===== src/rtl/vlg_tick_gen.sv =====
// Timebase generator: us/ms/s tick pulses plus a programmable tick whose divide
// value is staged in a pending register and swapped in on a clean boundary.
module vlg_tick_gen #(
  parameter int P_CLK_PERIOD = 20,
  parameter int P_MS_DIV     = 1000,
  parameter int P_S_DIV      = 1000,
  parameter int P_DIV_W      = 16,
  parameter int P_PROG_DEF   = 10
) (
  input  logic               i_clk,
  input  logic               i_rst_n,
  input  logic               i_en,
  input  logic               i_sync,
  input  logic               i_div_load,
  input  logic [P_DIV_W-1:0] i_div_val,
  output logic               o_tick_us,
  output logic               o_tick_ms,
  output logic               o_tick_s,
  output logic               o_tick_prog,
  output logic [P_DIV_W-1:0] o_div_active
);

  localparam int N    = 1000 / P_CLK_PERIOD;
  localparam int US_W = (N > 1) ? $clog2(N) : 1;
  localparam int MS_W = $clog2(P_MS_DIV);
  localparam int S_W  = $clog2(P_S_DIV);

  localparam logic [US_W-1:0]    US_MAX   = US_W'(N - 1);
  localparam logic [MS_W-1:0]    MS_MAX   = MS_W'(P_MS_DIV - 1);
  localparam logic [S_W-1:0]     S_MAX    = S_W'(P_S_DIV - 1);
  localparam logic [US_W-1:0]    US_ZERO  = {US_W{1'b0}};
  localparam logic [MS_W-1:0]    MS_ZERO  = {MS_W{1'b0}};
  localparam logic [S_W-1:0]     S_ZERO   = {S_W{1'b0}};
  localparam logic [P_DIV_W-1:0] DIV_ZERO = {P_DIV_W{1'b0}};
  localparam logic [P_DIV_W-1:0] DIV_ONE  = P_DIV_W'(1);
  localparam logic [P_DIV_W-1:0] DIV_DEF  = P_DIV_W'(P_PROG_DEF);

  logic [US_W-1:0]    us_cnt_r, us_cnt_n;
  logic [MS_W-1:0]    ms_cnt_r, ms_cnt_n;
  logic [S_W-1:0]     s_cnt_r, s_cnt_n;
  logic [P_DIV_W-1:0] prog_cnt_r, prog_cnt_n;
  logic [P_DIV_W-1:0] div_active_r, div_active_n;
  logic [P_DIV_W-1:0] div_pend_r, div_pend_n;
  logic               pend_r, pend_n;
  logic               tick_us_r, tick_us_n;
  logic               tick_ms_r, tick_ms_n;
  logic               tick_s_r, tick_s_n;
  logic               tick_prog_r, tick_prog_n;

  logic us_strobe_s, ms_wrap_s, s_wrap_s;
  logic prog_on_s, prog_wrap_s, apply_s, direct_s;

  assign us_strobe_s = i_en && (us_cnt_r == US_MAX);
  assign ms_wrap_s   = us_strobe_s && (ms_cnt_r == MS_MAX);
  assign s_wrap_s    = ms_wrap_s && (s_cnt_r == S_MAX);
  assign prog_on_s   = (div_active_r != DIV_ZERO);
  assign prog_wrap_s = us_strobe_s && prog_on_s && (prog_cnt_r == (div_active_r - DIV_ONE));
  // A pending value swaps in while the registered wrap is visible, on sync, or at once when the tick is off.
  assign apply_s     = pend_r && (i_sync || tick_prog_r || !prog_on_s);
  // With the programmable tick off and nothing staged, a load goes straight to active.
  assign direct_s    = i_div_load && !prog_on_s && !pend_r;

  // Next state of the fixed us/ms/s chain and its tick pulses
  always_comb begin
    us_cnt_n  = us_cnt_r;
    ms_cnt_n  = ms_cnt_r;
    s_cnt_n   = s_cnt_r;
    tick_us_n = 1'b0;
    tick_ms_n = 1'b0;
    tick_s_n  = 1'b0;
    if (i_sync) begin
      us_cnt_n = US_ZERO;
      ms_cnt_n = MS_ZERO;
      s_cnt_n  = S_ZERO;
    end else if (us_strobe_s) begin
      us_cnt_n  = US_ZERO;
      tick_us_n = 1'b1;
      if (ms_wrap_s) begin
        ms_cnt_n  = MS_ZERO;
        tick_ms_n = 1'b1;
        if (s_wrap_s) begin
          s_cnt_n  = S_ZERO;
          tick_s_n = 1'b1;
        end else begin
          s_cnt_n = s_cnt_r + S_W'(1);
        end
      end else begin
        ms_cnt_n = ms_cnt_r + MS_W'(1);
      end
    end else if (i_en) begin
      us_cnt_n = us_cnt_r + US_W'(1);
    end else begin
      us_cnt_n = us_cnt_r;
    end
  end

  // Next state of the programmable counter, active and pending divide values
  always_comb begin
    prog_cnt_n   = prog_cnt_r;
    div_active_n = div_active_r;
    div_pend_n   = div_pend_r;
    pend_n       = pend_r;
    tick_prog_n  = 1'b0;
    if (i_div_load) begin
      div_pend_n = i_div_val;
    end else begin
      div_pend_n = div_pend_r;
    end
    if (apply_s) begin
      div_active_n = div_pend_r;
      pend_n       = i_div_load;
    end else if (direct_s) begin
      div_active_n = i_div_val;
      pend_n       = 1'b0;
    end else if (i_div_load) begin
      pend_n = 1'b1;
    end else begin
      pend_n = pend_r;
    end
    if (i_sync || apply_s || direct_s || !prog_on_s) begin
      prog_cnt_n = DIV_ZERO;
    end else if (us_strobe_s) begin
      prog_cnt_n = prog_wrap_s ? DIV_ZERO : (prog_cnt_r + DIV_ONE);
    end else begin
      prog_cnt_n = prog_cnt_r;
    end
    if (i_sync) begin
      tick_prog_n = 1'b0;
    end else begin
      tick_prog_n = prog_wrap_s;
    end
  end

  // State registers with synchronous active-low reset
  always_ff @(posedge i_clk) begin
    if (!i_rst_n) begin
      us_cnt_r     <= US_ZERO;
      ms_cnt_r     <= MS_ZERO;
      s_cnt_r      <= S_ZERO;
      prog_cnt_r   <= DIV_ZERO;
      div_active_r <= DIV_DEF;
      div_pend_r   <= DIV_ZERO;
      pend_r       <= 1'b0;
      tick_us_r    <= 1'b0;
      tick_ms_r    <= 1'b0;
      tick_s_r     <= 1'b0;
      tick_prog_r  <= 1'b0;
    end else begin
      us_cnt_r     <= us_cnt_n;
      ms_cnt_r     <= ms_cnt_n;
      s_cnt_r      <= s_cnt_n;
      prog_cnt_r   <= prog_cnt_n;
      div_active_r <= div_active_n;
      div_pend_r   <= div_pend_n;
      pend_r       <= pend_n;
      tick_us_r    <= tick_us_n;
      tick_ms_r    <= tick_ms_n;
      tick_s_r     <= tick_s_n;
      tick_prog_r  <= tick_prog_n;
    end
  end

  assign o_tick_us    = tick_us_r;
  assign o_tick_ms    = tick_ms_r;
  assign o_tick_s     = tick_s_r;
  assign o_tick_prog  = tick_prog_r;
  assign o_div_active = div_active_r;

endmodule

===== config.mk =====
export PLATFORM = sky130hd
export DESIGN_NAME = vlg_tick_gen
export DESIGN_NICKNAME = d
export VERILOG_FILES = /design/src/rtl/vlg_tick_gen.sv
export SDC_FILE = /design/constraint.sdc
export NUM_CORES = 1
export LEC_CHECK = 0
export CORE_MARGIN = 10
export CORE_UTILIZATION = 52
export CTS_CLUSTER_SIZE = 8
export DETAILED_ROUTE_END_ITERATION = 10
export PLACE_DENSITY = 0.82
export SYNTH_ARGS = -nofsm -noshare
export SYNTH_HDL_FRONTEND = slang
export SYNTH_SLANG_ARGS = --single-unit
export TNS_END_PERCENT = 30

===== constraint.sdc =====
create_clock -name i_clk -period 4.25 [get_ports i_clk]
set_input_delay 0.85 -clock i_clk [delete_from_list [all_inputs] [get_ports i_clk]]
set_output_delay 0.85 -clock i_clk [all_outputs]
set_load 0.02 [all_outputs]

==> impl_metrics.tcl <==
set metrics [dict create \
    run_status "finished clean" \
    dr.first_iter.drc_count 95 \
    synth_compound_area_frac 0.0780 \
    syn_to_final_growth_pct 17.5 \
    rr_worst_depth 6 \
    p_leak_nw 1.76 \
    cts.reportedPaths.clkPinSlew_ns 0.08 \
    route.detailed.drc 0 \
    synth-warning-count 0 \
    fp.coreArea_um2 7370 \
    synthAdderAreaFrac 0.0218 \
    vias 3291 \
    ant_nets 0 \
    cts_buffers 9 \
    hold_violations 0 \
    hold_buffers 0 \
    relSlewSlack 0.247 \
    portBuffers 40 \
    grt_pass1_vias 3196 \
    grt_max_degree 36 \
    dieArea_um2 11600 \
    fmax_ghz 0.341 \
    worstHoldPathCells 2 \
    max_stage_delay_ns 0.59 \
    synth_edf_count 0 \
    worstHoldEndpoint "s_cnt_r[1]" \
    grt_pass1_wl_mm 15.1 \
    max_slew.worst_pin.slew_ns 1.13 \
    synth_top_flop_cell "dfxtp_1" \
    antenna_found_initial 0 \
    setup.worst_path.end_class "register" \
    rows 31 \
    synth_area_per_cell_um2 8.57 \
    pin_count 41 \
    finalCritPeriodShare 0.690 \
    htreeDepth 3 \
    rsz0062_at_grt "no" \
    num_antenna_cells 0 \
    die_h_um 108 \
    power_density_nw_per_um2 328 \
    startpoint_type "input port" \
    final_util 0.639 \
    cts.sinks 79 \
    period_needed_ns 2.93 \
    globalplace.congestion 0.864 \
    cts_tree "done" \
    critPathBufInv 2 \
    crit_top_cell "nand4_1" \
    required_ns 4.55 \
    dp_hpwl_mm 6.26 \
    ys_seq_area_frac 0.394 \
    cp_cell_sequence "clkdlybuf4s50_1 > and4bb_2 > and3_1 > nand4_1 > a211oi_1 > nand4_1 > nor4_4 > buf_4 > and2_2" \
    synth_nets 496 \
    vdd.ir_drop.worst_uv 195 \
    r2r_setup_slack_ns 1.36 \
    hp-class "reg -> reg" \
    async_reset_ff_frac 0 \
    routed_wl_mm 8.84 \
    r2r-start "o_div_active[4]" \
    grtUsageTotal 0.158 \
    cts_setup_buffers 0 \
    clock_path_buffers 2 \
    cap_violations 0 \
    path_max_fanout 17 \
    synth_top_family_by_area "simple AND/OR/NAND/NOR gates" \
    start_util 0.544 \
    cp_top_family "simple AND/OR/NAND/NOR gates" \
    crit_arrival_ns 3.23 \
    dieWidth_um 108 \
    synth_simple_gate_area_share 0.277 \
    slew_violations 0 \
    drive_gt1_frac 0.0534 \
    synthCells 468 \
    min_from "s_cnt_r[1]" \
    wl_per_cell_um 14.6 \
    insertion_delay_ns 0.35 \
    worstReg2RegEnd "o_div_active[8]" \
    clockRootBuffer "clkbuf_8" \
    synth-xor-area-share 0.116 \
    synth_mux_area_frac 0.0827 \
    cts.repair.resized 0 \
    ys_types 50 \
    crit_slowest_cell "clkdlybuf4s50_1" \
    critical_path_class "in -> reg" \
    fin_tns_setup_ns 0 \
    viasPerCell 5.44 \
    ys_seq_elements 79 \
    firstDrtPassIters 4 \
    clock-skew-final_ns 0.00978 \
    setup_violations 0 \
    synth_area_um2 4010 \
    layout.nets 530 \
    grt_overflow 0 \
]
[state kept, by name, indices dropped and copies added (netlist names), 6 cells and up]
signal and count:
ms_cnt_r 10, s_cnt_r 10, o_div_active 16, prog_cnt_r 16
us_cnt_r 6, div_pend_r 16
[final cells by class]
class	instances	area, µm²
Clock inverter	5	106
Tap cell	99	124
Fill cell	608	2660
Multi-Input combinational cell	363	2320
Inverter	5	18.8
Timing Repair Buffer	44	430
Clock buffer	10	128
Sequential cell	79	1580
[how the worst max path moves through the flow]
stage	from	end	depth (start not counted)
after global placement	i_en	o_tick_prog	9
after CTS	i_en	o_tick_prog	9
after global routing	i_en	o_tick_prog	9
after floorplan	o_div_active[0]	prog_cnt_r[10]	10
final	i_en	o_tick_prog	9
after detailed placement	i_en	o_tick_prog	9
[cell usage after synthesis (5+ instances only)]
| library cell | count | area, µm² |
|---|---|---|
| a21boi_0 | 14 | 105 |
| a21oi_1 | 6 | 30.0 |
| and3_1 | 5 | 31.3 |
| clkbuf_1 | 14 | 52.6 |
| dfxtp_1 | 79 | 1580 |
| ha_1 | 7 | 87.6 |
| inv_1 | 5 | 18.8 |
| mux2i_1 | 32 | 320 |
| nand2_1 | 57 | 214 |
| nand3_1 | 26 | 130 |
| nand4_1 | 15 | 93.8 |
| nor2_1 | 59 | 221 |
| nor2b_1 | 17 | 106 |
| nor3_1 | 14 | 70.1 |
| o21ai_0 | 10 | 50.1 |
| xnor2_1 | 28 | 245 |
| xor2_1 | 25 | 219 |
[metrics by stage]
step / setup slack [ns] / total power [mW] / cells / area (µm²) / hold WS [ns]
after floorplan: 1.58 / 0.856 / 468 / 4010 / 0.449
after global placement: 1.06 / 0.899 / 590 / 4480 / 0.461
after detailed placement: 0.965 / 0.904 / 590 / 4480 / 0.472
after CTS: 1.31 / 1.56 / 605 / 4710 / 0.483
after global routing: 1.14 / 1.61 / 605 / 4710 / 0.502
final: 1.32 / 1.55 / 605 / 4710 / 0.491
[metal layers]
layer / global-route usage / up-vias / share of wire
li1: - / 1683 / -
met1: 0.183 / 1537 / 0.45
met2: 0.269 / 56 / 0.49
met3: 0.0449 / 15 / 0.045
met4: 0.0573 / 0 / 0.017
met5: 0 / - / 0
[placed cells by master (no fill, tap or decap), drive strengths merged, types with 7 or more instances in the layout]
cell type,instances
nor2b,17
mux2i,32
nor3,14
clkbuf,10
a21boi,14
xor2,25
nor2,59
dfxtp,79
ha,7
xnor2,28
o21ai,11
clkdlybuf4s50,40
nand3,26
nand2,57
nand4,15
[power by group]
group          leakage, nW  internal [mW]  switching (mW)  total, mW
registers            0.641          0.754          0.0151      0.769
clock network        0.113          0.389           0.271      0.660
logic                 1.01         0.0595          0.0577      0.117
[worst register-to-register path: stages, from the launching register on]
cell and delay (ns):
dfxtp_1 0.41, or4_1 0.58, nor3_1 0.37, nand3_1 0.16, nor2_1 0.85, nand3_1 0.19, a21boi_0 0.25
[cells by family after synthesis]
| group | after synthesis |
|---|---|
| and+or+nand+nor | 223 |
| DFF | 79 |
| buffers and inverters | 26 |
| muxes | 33 |
| adders and majority gates | 7 |
| xor gates and xnor gates | 53 |
| AOI/OAI and AO/OA | 47 |
No activity file was read; power rests on OpenSTA's default activity.
